## config.mk

```make
export PLATFORM = sky130hd
export DESIGN_NAME = mul_div_unit_flat
export DESIGN_NICKNAME = d
export VERILOG_FILES = /design/src/rtl/mul_div_pkg.sv /design/src/rtl/mul_div_unit_if.sv /design/src/rtl/mdu_sign_fix.sv /design/src/rtl/mul_div_unit.sv /design/src/flat_wrapper.sv
export SDC_FILE = /design/constraint.sdc
export NUM_CORES = 1
export LEC_CHECK = 0
export CORE_MARGIN = 4
export CORE_UTILIZATION = 52
export CTS_CLUSTER_SIZE = 8
export DETAILED_ROUTE_END_ITERATION = 8
export GPL_ROUTABILITY_DRIVEN = 1
export GPL_TIMING_DRIVEN = 0
export PLACE_DENSITY_LB_ADDON = 0.05
export SLEW_MARGIN = 15
export SYNTH_ARGS = -nofsm -noshare
export SYNTH_HDL_FRONTEND = slang
export SYNTH_HIERARCHICAL = 1
export SYNTH_SLANG_ARGS = --single-unit
```

## constraint.sdc

```tcl
create_clock -name clk -period 2.79 [get_ports clk]
set_input_delay 0.837 -clock clk [delete_from_list [all_inputs] [get_ports clk]]
set_output_delay 0.837 -clock clk [all_outputs]
set_load 0.02 [all_outputs]
```

## src/rtl/mul_div_pkg.sv

```systemverilog
// Shared definitions for the iterative multiply/divide unit.
//   op_e    : operation encodings as driven on the op port
//   state_e : controller states (IDLE, CALC, FIX, DONE)
//   helpers : decode of the signed and divide attributes of an op
package mul_div_pkg;

  typedef enum logic [1:0] {
    OP_MULTU = 2'b00,
    OP_MULT  = 2'b01,
    OP_DIVU  = 2'b10,
    OP_DIV   = 2'b11
  } op_e;

  typedef enum logic [1:0] {
    IDLE = 2'b00,
    CALC = 2'b01,
    FIX  = 2'b10,
    DONE = 2'b11
  } state_e;

  function automatic logic op_is_div(input op_e op);
    return op[1];
  endfunction

  function automatic logic op_is_signed(input op_e op);
    return op[0];
  endfunction

endpackage

```

## src/rtl/mul_div_unit_if.sv

```systemverilog
// Request/result bundle of mul_div_unit.
//   start, cancel, op, a, b      : requester -> unit
//   busy, done, hi, lo,
//   div_by_zero                  : unit -> requester
// master = requester side, slave = unit side.
interface mul_div_unit_if #(
  parameter int unsigned WIDTH = 32
);
  logic             start;
  logic             cancel;
  logic [1:0]       op;
  logic [WIDTH-1:0] a;
  logic [WIDTH-1:0] b;
  logic             busy;
  logic             done;
  logic [WIDTH-1:0] hi;
  logic [WIDTH-1:0] lo;
  logic             div_by_zero;

  modport master (
    output start, cancel, op, a, b,
    input  busy, done, hi, lo, div_by_zero
  );

  modport slave (
    input  start, cancel, op, a, b,
    output busy, done, hi, lo, div_by_zero
  );
endinterface

```

## src/rtl/mdu_sign_fix.sv

```systemverilog
// Conditional two's-complement negate.
//   neg_i : 1 = negate val_i, 0 = pass through
//   val_i : WIDTH-bit operand
//   val_o : WIDTH-bit result
// Used both to take operand magnitudes and to restore result signs.
module mdu_sign_fix #(
  parameter int unsigned WIDTH = 32
) (
  input  logic             neg_i,
  input  logic [WIDTH-1:0] val_i,
  output logic [WIDTH-1:0] val_o
);

  assign val_o = neg_i ? (~val_i + WIDTH'(1)) : val_i;

endmodule

```

## src/rtl/mul_div_unit.sv

```systemverilog
// Radix-2 iterative multiply/divide unit.
//   clk, rst : single clock, synchronous active-high reset
//   bus      : mul_div_unit_if slave (start/cancel/op/a/b in,
//              busy/done/hi/lo/div_by_zero out)
// Operation: start latches op/a/b in IDLE or DONE; CALC runs WIDTH
// shift-add (multiply) or restoring shift-subtract (divide) steps on
// operand magnitudes; FIX restores signs; DONE pulses done for a cycle.
// Divide datapath is built only when MUL_DIV_UNIT_DIV_EN is defined;
// otherwise divide ops complete immediately with zero results.
module mul_div_unit
  import mul_div_pkg::*;
#(
  parameter int unsigned WIDTH = 32
) (
  input  logic           clk,
  input  logic           rst,
  mul_div_unit_if.slave  bus
);

  localparam int unsigned CW = $clog2(WIDTH);

  state_e           state_q, state_d;
  op_e              op_q, op_d;
  logic             sa_q, sa_d;
  logic             sb_q, sb_d;
  logic [WIDTH-1:0] acc_q, acc_d;
  logic [WIDTH-1:0] q_q, q_d;
  logic [WIDTH-1:0] opnd_q, opnd_d;
  logic [WIDTH-1:0] hi_q, hi_d;
  logic [WIDTH-1:0] lo_q, lo_d;
  logic             dbz_q, dbz_d;
  logic [CW-1:0]    cnt_q, cnt_d;

  op_e              op_in;
  logic             neg_a, neg_b, accept;
  logic [WIDTH-1:0] mag_a, mag_b;
  logic [WIDTH:0]   mul_sum;
  logic [2*WIDTH-1:0] prod_fixed;

  assign op_in  = op_e'(bus.op);
  assign neg_a  = op_is_signed(op_in) & bus.a[WIDTH-1];
  assign neg_b  = op_is_signed(op_in) & bus.b[WIDTH-1];
  assign accept = bus.start && (state_q == IDLE || state_q == DONE);

  mdu_sign_fix #(.WIDTH(WIDTH)) u_abs_a (
    .neg_i(neg_a), .val_i(bus.a), .val_o(mag_a)
  );

  mdu_sign_fix #(.WIDTH(WIDTH)) u_abs_b (
    .neg_i(neg_b), .val_i(bus.b), .val_o(mag_b)
  );

  mdu_sign_fix #(.WIDTH(2*WIDTH)) u_fix_prod (
    .neg_i(sa_q ^ sb_q), .val_i({acc_q, q_q}), .val_o(prod_fixed)
  );

  // Multiply: acc holds the running high half, q the multiplier that
  // shifts out LSB-first while product bits shift in from the top.
  assign mul_sum = {1'b0, acc_q} + (q_q[0] ? {1'b0, opnd_q} : '0);

`ifdef MUL_DIV_UNIT_DIV_EN
  logic [WIDTH:0]   div_shift, div_diff;
  logic [WIDTH-1:0] quo_fixed, rem_fixed;

  // Divide: acc is the partial remainder, q the dividend shifting out
  // MSB-first while quotient bits shift in at the bottom.
  assign div_shift = {acc_q, q_q[WIDTH-1]};
  assign div_diff  = div_shift - {1'b0, opnd_q};

  mdu_sign_fix #(.WIDTH(WIDTH)) u_fix_quo (
    .neg_i(sa_q ^ sb_q), .val_i(q_q), .val_o(quo_fixed)
  );

  mdu_sign_fix #(.WIDTH(WIDTH)) u_fix_rem (
    .neg_i(sa_q), .val_i(acc_q), .val_o(rem_fixed)
  );
`endif

  always_comb begin
    state_d = state_q;
    op_d    = op_q;
    sa_d    = sa_q;
    sb_d    = sb_q;
    acc_d   = acc_q;
    q_d     = q_q;
    opnd_d  = opnd_q;
    hi_d    = hi_q;
    lo_d    = lo_q;
    dbz_d   = dbz_q;
    cnt_d   = cnt_q;

    if (bus.cancel) begin
      state_d = IDLE;
    end else begin
      case (state_q)
        CALC: begin
          cnt_d = cnt_q - CW'(1);
          if (cnt_q == '0) state_d = FIX;
`ifdef MUL_DIV_UNIT_DIV_EN
          if (op_is_div(op_q)) begin
            acc_d = div_diff[WIDTH] ? div_shift[WIDTH-1:0] : div_diff[WIDTH-1:0];
            q_d   = {q_q[WIDTH-2:0], ~div_diff[WIDTH]};
          end else begin
            acc_d = mul_sum[WIDTH:1];
            q_d   = {mul_sum[0], q_q[WIDTH-1:1]};
          end
`else
          acc_d = mul_sum[WIDTH:1];
          q_d   = {mul_sum[0], q_q[WIDTH-1:1]};
`endif
        end
        FIX: begin
          state_d = DONE;
`ifdef MUL_DIV_UNIT_DIV_EN
          if (op_is_div(op_q)) begin
            hi_d = rem_fixed;
            lo_d = quo_fixed;
          end else begin
            {hi_d, lo_d} = prod_fixed;
          end
`else
          {hi_d, lo_d} = prod_fixed;
`endif
        end
        DONE:    state_d = IDLE;
        default: ;
      endcase

      // Accepting in DONE overrides the DONE->IDLE transition above.
      if (accept) begin
        state_d = CALC;
        op_d    = op_in;
        sa_d    = neg_a;
        sb_d    = neg_b;
        acc_d   = '0;
        cnt_d   = CW'(WIDTH - 1);
        dbz_d   = 1'b0;
        if (op_is_div(op_in)) begin
`ifdef MUL_DIV_UNIT_DIV_EN
          if (bus.b == '0) begin
            state_d = DONE;
            hi_d    = bus.a;
            lo_d    = '1;
            dbz_d   = 1'b1;
          end else begin
            q_d    = mag_a;
            opnd_d = mag_b;
          end
`else
          state_d = DONE;
          hi_d    = '0;
          lo_d    = '0;
`endif
        end else begin
          q_d    = mag_b;
          opnd_d = mag_a;
        end
      end
    end
  end

  always_ff @(posedge clk) begin
    if (rst) begin
      state_q <= IDLE;
      op_q    <= OP_MULTU;
      sa_q    <= 1'b0;
      sb_q    <= 1'b0;
      acc_q   <= '0;
      q_q     <= '0;
      opnd_q  <= '0;
      hi_q    <= '0;
      lo_q    <= '0;
      dbz_q   <= 1'b0;
      cnt_q   <= '0;
    end else begin
      state_q <= state_d;
      op_q    <= op_d;
      sa_q    <= sa_d;
      sb_q    <= sb_d;
      acc_q   <= acc_d;
      q_q     <= q_d;
      opnd_q  <= opnd_d;
      hi_q    <= hi_d;
      lo_q    <= lo_d;
      dbz_q   <= dbz_d;
      cnt_q   <= cnt_d;
    end
  end

  assign bus.busy        = (state_q == CALC) || (state_q == FIX);
  assign bus.done        = (state_q == DONE);
  assign bus.hi          = hi_q;
  assign bus.lo          = lo_q;
  assign bus.div_by_zero = dbz_q;

endmodule
```

## src/flat_wrapper.sv

```systemverilog
// flat-port wrapper written by rule: the top's interface ports become plain ports
module mul_div_unit_flat import mul_div_pkg::*;
#(
  parameter int unsigned WIDTH = 32
)
  (clk, rst, bus_start, bus_cancel, bus_op, bus_a, bus_b, bus_busy, bus_done, bus_hi, bus_lo, bus_div_by_zero);
  mul_div_unit_if #(.WIDTH(WIDTH)) bus_i ();
  input  logic clk;
  input  logic rst;
  input wire logic [$bits(bus_i.start)-1:0] bus_start;
  input wire logic [$bits(bus_i.cancel)-1:0] bus_cancel;
  input wire logic [$bits(bus_i.op)-1:0] bus_op;
  input wire logic [$bits(bus_i.a)-1:0] bus_a;
  input wire logic [$bits(bus_i.b)-1:0] bus_b;
  output wire logic [$bits(bus_i.busy)-1:0] bus_busy;
  output wire logic [$bits(bus_i.done)-1:0] bus_done;
  output wire logic [$bits(bus_i.hi)-1:0] bus_hi;
  output wire logic [$bits(bus_i.lo)-1:0] bus_lo;
  output wire logic [$bits(bus_i.div_by_zero)-1:0] bus_div_by_zero;
  assign bus_i.start = bus_start;
  assign bus_i.cancel = bus_cancel;
  assign bus_i.op = bus_op;
  assign bus_i.a = bus_a;
  assign bus_i.b = bus_b;
  assign bus_busy = bus_i.busy;
  assign bus_done = bus_i.done;
  assign bus_hi = bus_i.hi;
  assign bus_lo = bus_i.lo;
  assign bus_div_by_zero = bus_i.div_by_zero;
  mul_div_unit #(.WIDTH(WIDTH)) u_core (.clk(clk), .rst(rst), .bus(bus_i));
endmodule
```

==> results of run 1 <==
-- metrics by stage --
step	cells	TNS, ns	hold slack, ns	power, mW	utilization [%]
finish	1987	0	0.450	6.13	66.2
detailed placement	1939	-54.85	0.444	3.81	60.9
CTS	1979	-0.0176	0.453	6.11	64.5
global placement	1939	-51.60	0.439	3.80	60.9
floorplan	1524	0	0.432	3.41	-
global route	1987	-0.190	0.473	6.38	66.2
-- worst max-delay path by stage --
stage,start,to
2_1_floorplan,u_core/q_q[0]$_SDFFE_PP0N_,u_core/acc_q[25]$_SDFFE_PP0P_
3_3_place_gp,u_core/q_q[0]$_SDFFE_PP0N_,u_core/acc_q[25]$_SDFFE_PP0P_
3_5_place_dp,u_core/q_q[0]$_SDFFE_PP0N_,u_core/acc_q[25]$_SDFFE_PP0P_
4_1_cts,u_core/q_q[0]$_SDFFE_PP0N_,u_core/acc_q[29]$_SDFFE_PP0P_
5_1_grt,u_core/q_q[0]$_SDFFE_PP0N_,u_core/acc_q[29]$_SDFFE_PP0P_
6_report,u_core/q_q[0]$_SDFFE_PP0N_,u_core/acc_q[29]$_SDFFE_PP0P_
-- synth_stat cells (all sizes together) (9+ instances only) --
| cell type | count | share of area [%] |
|---|---|---|
| a21o | 12 | 0.77 |
| a21oi | 150 | 6.6 |
| a22oi | 9 | 0.58 |
| a31oi | 34 | 2.0 |
| and2 | 39 | 2.1 |
| buf | 21 | 0.93 |
| clkbuf | 75 | 2.4 |
| dfxtp | 169 | 29 |
| ha | 41 | 4.4 |
| inv | 54 | 1.7 |
| nand2 | 270 | 8.7 |
| nand2b | 15 | 0.80 |
| nand3 | 20 | 1.1 |
| nand4 | 14 | 0.93 |
| nor2 | 118 | 3.8 |
| nor3 | 20 | 1.1 |
| nor4 | 17 | 2.1 |
| o21ai | 67 | 2.9 |
| o22ai | 32 | 1.7 |
| o31ai | 45 | 3.2 |
| o41ai | 31 | 3.3 |
| or3 | 24 | 1.4 |
| or4 | 17 | 1.3 |
| xnor2 | 135 | 10 |
-- area by class of cell --
cell class | count | area, um^2 | share of cell area, %
Multi-Input combinational cell | 1205 | 8080 | 55.6
Sequential cell | 169 | 3390 | 23.3
Timing Repair Buffer | 156 | 1530 | 10.5
Clock buffer | 19 | 453 | 3.12
Buffer | 92 | 412 | 2.83
Tap cell | 280 | 350 | 2.41
Inverter | 54 | 203 | 1.40
Clock inverter | 12 | 115 | 0.792
-- cells by family (layout without fill, tap and decap cells) --
kind of cell               after synthesis  after routing  share of synthesized area, %
DFF                                    169            169                          29.0
adders and majority gates               42             42                          4.57
buffers and inverters                  150            333                          5.08
muxes                                    6              6                         0.514
xor gates and xnor gates               143            143                          10.7
AOI/OAI and AO/OA                      429            429                          24.6
and+or+nand+nor                        584            584                          25.5
other                                    1              1                        0.0321
-- power groups by stage --
stage	registers [mW]	clock network [mW]	logic (mW)
floorplan	2.61	0	0.808
global placement	2.63	0	1.17
detailed placement	2.63	0	1.18
CTS	2.58	2.34	1.20
global route	2.59	2.43	1.36
finish	2.58	2.31	1.24
-- layer usage --
| metal | wire (um) | vias to the layer above |
|---|---|---|
| li1 | - | 5726 |
| met1 | 16600 | 5277 |
| met2 | 14600 | 440 |
| met3 | 2540 | 30 |
| met4 | 348 | 0 |
| met5 | 0 | - |
-- worst min-delay path: cells and delay by family, from the launching register on --
family / cells / cell delay, ns
AO/OA/AOI/OAI: 1 / 0.05
flip-flops: 1 / 0.31
AND/OR/NAND/NOR: 1 / 0.05
-- flip-flops by register name, summed over array words and instances, names as in the netlist --
register	flops
u_core/opnd_q	32
u_core/cnt_q	5
u_core/q_q	32
u_core/sb_q	1
u_core/state_q	2
u_core/sa_q	1
u_core/acc_q	32
u_core/bus.hi	32
u_core/bus.lo	32
-- repair_timing --
action / CTS / global route
pin swaps: 13 / 21
setup buffers: 11 / 10
gates resized for setup: 33 / 71
setup endpoints to repair: 85 / 78
==> flow_metrics.tcl, run 1 <==
set metrics [dict create \
    synth_edf_count 0 \
    r2r_cells 12 \
    hold_buffers 0 \
    area_growth_pct 24.4 \
    met1_usage_pct 40.0 \
    grt_pass1_vias 10600 \
    crit_required_ns 3.11 \
    via_count 11500 \
    hold_start "u_core/opnd_q[30]$_SDFFE_PP0P_" \
    placed_area_um2 13400 \
    finClkSkew_ns 0.0192 \
    worst_slack_ns 0.00981 \
    routed_wl_um 34100 \
    async_flop_share_pct 0 \
    die_w_um 158 \
    clk_pin_slew_ns 0.08 \
    syn-num-nets 1636 \
    nets 1807 \
    path_buf_inv 2 \
    dr.pass1.iters 7 \
    fmax_mhz 360 \
    pwr-share-seq_pct 42.1 \
    critPathSlowestCell "or4_1" \
    detailedPlace.worstSlack_ns -0.651 \
    whs_path_depth 2 \
    finalCritPeriodShare_pct 99.6 \
    drt_first_iter_violations 988 \
    r2r_slack_ns 0.01 \
    p_sw_mw 1.85 \
    timing.rr.start "u_core/q_q[0]$_SDFFE_PP0N_" \
    cts_buffer_depth 2 \
    maxCapViolCount 0 \
    core_um2 22000 \
    io_pins 137 \
    insertedDiodeCount 0 \
    outcome "complete, no violations" \
    finalSetupViolations 0 \
    rsz0062_at_grt "yes" \
    globalplace.congestion 0.923 \
    dieArea_um2 24900 \
    r2r_end "u_core/acc_q[29]$_SDFFE_PP0P_" \
    switching_share_pct 30.2 \
    avgRoutedWirePerCell_um 17.1 \
    grt_overflow_total 0 \
    insertion_delay_ns 0.44 \
    fillers 1975 \
    ys_ff_latch 169 \
    hold_violations 0 \
    most-common-layout-cells "nand2_1, dfxtp_1, a21oi_1, xnor2_1, clkdlybuf4s50_1" \
    leakage_nw 4.99 \
    portBuffers 135 \
    rows 54 \
    cp_max_fo 4 \
    crit_path_start_kind "register" \
    path_class "reg2reg" \
    irDropWorstVdd_v 0.000290 \
    grtUsageMet2_pct 41.2 \
    start_util_pct 53.2 \
    busiest_layer "met2" \
    arrival_ns 3.10 \
    fin_area_um2 14500 \
    ys_types 85 \
    use_met3_pct 4.46 \
    die_y_um 158 \
    h-tree-depth 4 \
    ys.warnings.count 6 \
    slew_violations 0 \
    drive_gt1_share_pct 11.8 \
    p_int_mw 4.28 \
    post-route-drc-count 0 \
    mostFrequentLayoutCell "nand2_1" \
    p_comb_share_pct 20.3 \
    end_kind "register" \
    synthCells 1524 \
    ys_seq_area_share_pct 29.0 \
    crit_family "simple AND/OR/NAND/NOR gates" \
    cts_tree "done" \
    whs_endpoint "u_core/opnd_q[30]$_SDFFE_PP0P_" \
    dp_hpwl_um 26200 \
    clockPowerShare_pct 37.6 \
    grt_pass1_wl_um 54600 \
    path_cells "clkbuf_8 -> and2_4 -> ha_4 -> inv_2 -> fa_2 -> nor2b_4 -> o2111ai_4 -> a21oi_4 -> nor3_4 -> a21oi_2 -> or4_1 -> a32o_1" \
    clockRootBuffer "clkbuf_16" \
    grt_max_degree 17 \
    worst-path-stages 12 \
    clock_sinks 169 \
    hold_path.class "reg2reg" \
    viasPerCell 5.77 \
    avgSynthCellArea_um2 7.66 \
    critPathMaxStageDelay_ns 0.48 \
    slew_headroom_pct 51.1 \
    synth-main-ff-cell "dfxtp_1" \
    grtUsageTotal_pct 26.9 \
    ant_nets 0 \
    syn_area_um2 11700 \
    worst_slew_pin_slew_ns 0.733 \
    power_per_cell_area_nw_per_um2 422 \
    fin_crit_ns 2.78 \
    cts_buffers 17 \
    antenna_found_initial 0 \
]
No activity file was read; power rests on OpenSTA's default activity.
==> inputs of run 2 (changes only) <==
Settings changed: CELL_PAD_IN_SITES_DETAIL_PLACEMENT set to 1, CELL_PAD_IN_SITES_GLOBAL_PLACEMENT set to 1, CORE_MARGIN 4 to unset, CORE_UTILIZATION 52 to 37, SYNTH_HIERARCHICAL 1 to unset.
==> run 2 against run 1 <==
Effect of this change: utilization fell by 17 points; fmax rose by 0.23%; total power up 0.78%; sequential share of layout area rose by 1.3 points; synthesized cell count is 9.1% lower; die area increased by 17%; non-clock buffer count down 11; worst setup slack better by 0.0065 ns; cell area fell by 4.9%; via count fell by 5.9%; hold slack got worse by 0.0038 ns; sequential cell count is the same; critical path type unchanged; highest routed layer unchanged.
==> flow_metrics.tcl, run 2 <==
set metrics [dict create \
    synthAdderAreaFrac_pct 5.05 \
    finalSetupViolations 0 \
    io_pins 137 \
    placed_area_um2 12400 \
    dp.cells 1898 \
    clk_pin_slew_ns 0.08 \
    synthCells 1385 \
    whs_ns 0.446 \
    outcome "complete, no violations" \
    synth.most_common_cell "dfxtp_1" \
    globalplace.congestion 0.897 \
    synth_top_cell_area_share_pct 32.0 \
    nets 1669 \
    most-common-layout-cells "dfxtp_1, nand2_1, nor2_1, clkdlybuf4s50_1, o21ai_0" \
    synth_top_family_by_area "compound AO/OA/AOI/OAI gates" \
    worst_slew_pin_slew_ns 0.839 \
    cp_max_fo 3 \
    cts_buffers 17 \
    async_flop_share_pct 0 \
    slew_headroom_pct 43.7 \
    ys.warnings.count 0 \
    insertion_delay_ns 0.46 \
    synth_top_cell_by_area "dfxtp_1" \
    r2r_cells 8 \
    finalNonFillerCells 1948 \
    grt_max_degree 19 \
    leakage_nw 4.97 \
    viasPerCell 5.54 \
    power_per_cell_area_nw_per_um2 447 \
    avgSynthCellArea_um2 7.62 \
    drt_first_iter_violations 619 \
    critPathSlowestCell "or4_4" \
    synth_edf_count 0 \
    core_um2 27900 \
    irDropWorstVdd_v 0.000261 \
    synth-compound-area-share_pct 23.9 \
    grtUsageTotal_pct 26.5 \
    critPathMaxStageDelay_ns 0.56 \
    path_class "reg2reg" \
    ys_top_cells_by_area "dfxtp_1, xnor2_1, nand2_1, o21ai_0, a21oi_1" \
    fmax_mhz 361 \
    synth_common_cells "dfxtp_1, nand2_1, nor2_1" \
    whs_path_depth 2 \
    finClkSkew_ns 0.0242 \
    synth_xor_area_share_pct 12.0 \
    rows 61 \
    area_growth_pct 30.9 \
    dr.pass1.iters 5 \
    dieArea_um2 29200 \
    path_cells "or4_4 -> or4_4 -> nor4b_4 -> buf_4 -> nand4_1 -> o21ai_2 -> xor2_2 -> o21ai_1" \
    cts_buffer_depth 2 \
    hold_violations 0 \
    clock_sinks 169 \
    ys_seq_area_share_pct 32.0 \
    crit_required_ns 3.13 \
    final_util_pct 49.5 \
    end_kind "register" \
    multiInputGateArea_um2 7360 \
    synth-main-ff-cell "dfxtp_1" \
    ant_nets 0 \
    syn_area_um2 10600 \
    fillers 3398 \
    syn-num-nets 1497 \
    fin_area_um2 13800 \
    synth-simple-area-share_pct 22.6 \
    drive_gt1_share_pct 12.7 \
    dp_hpwl_um 29300 \
    ys_types 64 \
    via_count 10800 \
    clockRootBuffer "clkbuf_16" \
    h-tree-depth 4 \
    grt_pass1_vias 10500 \
    arrival_ns 3.12 \
    rsz0062_at_grt "yes" \
    hold_path.class "reg2reg" \
    maxCapViolCount 0 \
    antenna_found_initial 0 \
    post-route-drc-count 0 \
    slew_violations 0 \
    grt_overflow_total 0 \
    die_w_um 171 \
    finalCritPeriodShare_pct 99.4 \
    grt_pass1_wl_um 60000 \
    fin_crit_ns 2.77 \
    routed_wl_um 38500 \
    mostFrequentLayoutCell "dfxtp_1" \
    crit_path_start_kind "register" \
    cts_tree "done" \
    regArea_um2 3400 \
    cp_common_cell "or4_4" \
    portBuffers 134 \
    die_y_um 171 \
    insertedDiodeCount 0 \
    start_util_pct 37.8 \
    avgRoutedWirePerCell_um 19.8 \
    ys_ff_latch 169 \
    synth.area.mux_share_pct 0.296 \
]
## run 2: changes by cell type after synthesis, moves of 35 or more
cell      change
a211oi_1     +35
nand2_1     -112
o21ai_0      +53
a21oi_1      -38
xor2_1       +51
nor3_1       +38
xnor2_1      -49
## run 2: metrics by stage
step / power (mW) / setup TNS, ns / setup slack, ns
final: 6.18 / 0 / 0.0163
after global placement: 3.64 / -100.50 / -1.15
after floorplan: 3.24 / -0.0226 / -0.0226
after global routing: 6.41 / -0.316 / -0.0800
after detailed placement: 3.66 / -108.21 / -1.17
after CTS: 6.14 / -0.000431 / -0.000431
## run 2: report_power, final
part / switching [mW] / total [mW] / internal, mW
sequential: 0.0980 / 2.58 / 2.48
combinational: 0.686 / 1.16 / 0.470
clock: 1.22 / 2.44 / 1.22
total: 2.00 / 6.18 / 4.18
## run 2: path summary, 6_finish.rpt
path | start | end | slack [ns]
hold / removal | u_core.opnd_q[20]$_SDFFE_PP0P_ | u_core.opnd_q[20]$_SDFFE_PP0P_ | 0.45
setup / recovery | u_core.q_q[11]$_SDFFE_PP0N_ | u_core.bus.hi[30]$_SDFFE_PP0N_ | 0.02
hold reg to reg | u_core.opnd_q[20]$_SDFFE_PP0P_ | u_core.opnd_q[20]$_SDFFE_PP0P_ | 0.45
setup reg to reg | u_core.q_q[11]$_SDFFE_PP0N_ | u_core.bus.hi[30]$_SDFFE_PP0N_ | 0.02
## run 2: area by class of cell
cell class                 instances  area share [%]
sequential                       169            24.6
multi-input combinational       1107            53.3
timing repair buffer             166            11.5
buffer                            71            2.23
clock buffer                      18            3.18
tap                              378            3.42
clock inverter                    14            1.07
inverter                          25           0.679
## run 2: critical path, delay by kind of cell, from the launching register on
kind	cells	cell delay [ns]
AO/OA/AOI/OAI	2	0.30
XOR/XNOR	1	0.24
buffers and inverters	1	0.19
flip-flops	1	0.37
AND/OR/NAND/NOR	4	1.57
## run 2: logic make-up (layout without fill, tap and decap cells)
group                    Yosys count  after routing
buffers and inverters            109            294
adder cells (fa/ha/maj)           42             42
multiplexers                       3              3
AND/OR/NAND/NOR                  504            504
other                              1              1
AO/OA/AOI/OAI                    412            412
XOR/XNOR                         145            145
flip-flops                       169            169
## run 2: what timing repair did
item                                   CTS  global route
hold buffers                             0             0
buffers inserted                        14            17
pin swaps                               15            37
setup endpoints to repair              161           147
endpoints found under the hold margin    0             0
resized for setup                       83           101
## run 2: metal layers
| metal | part of all wire, % | wire length [um] | track usage, % | up-vias |
|---|---|---|---|---|
| met5 | 0 | 0 | 0 | - |
| met4 | 1.3 | 489 | 6.56 | 0 |
| met3 | 4.6 | 1760 | 3.45 | 35 |
| met2 | 43 | 16700 | 39.7 | 237 |
| met1 | 51 | 19600 | 39.7 | 5240 |
| li1 | - | - | - | 5289 |
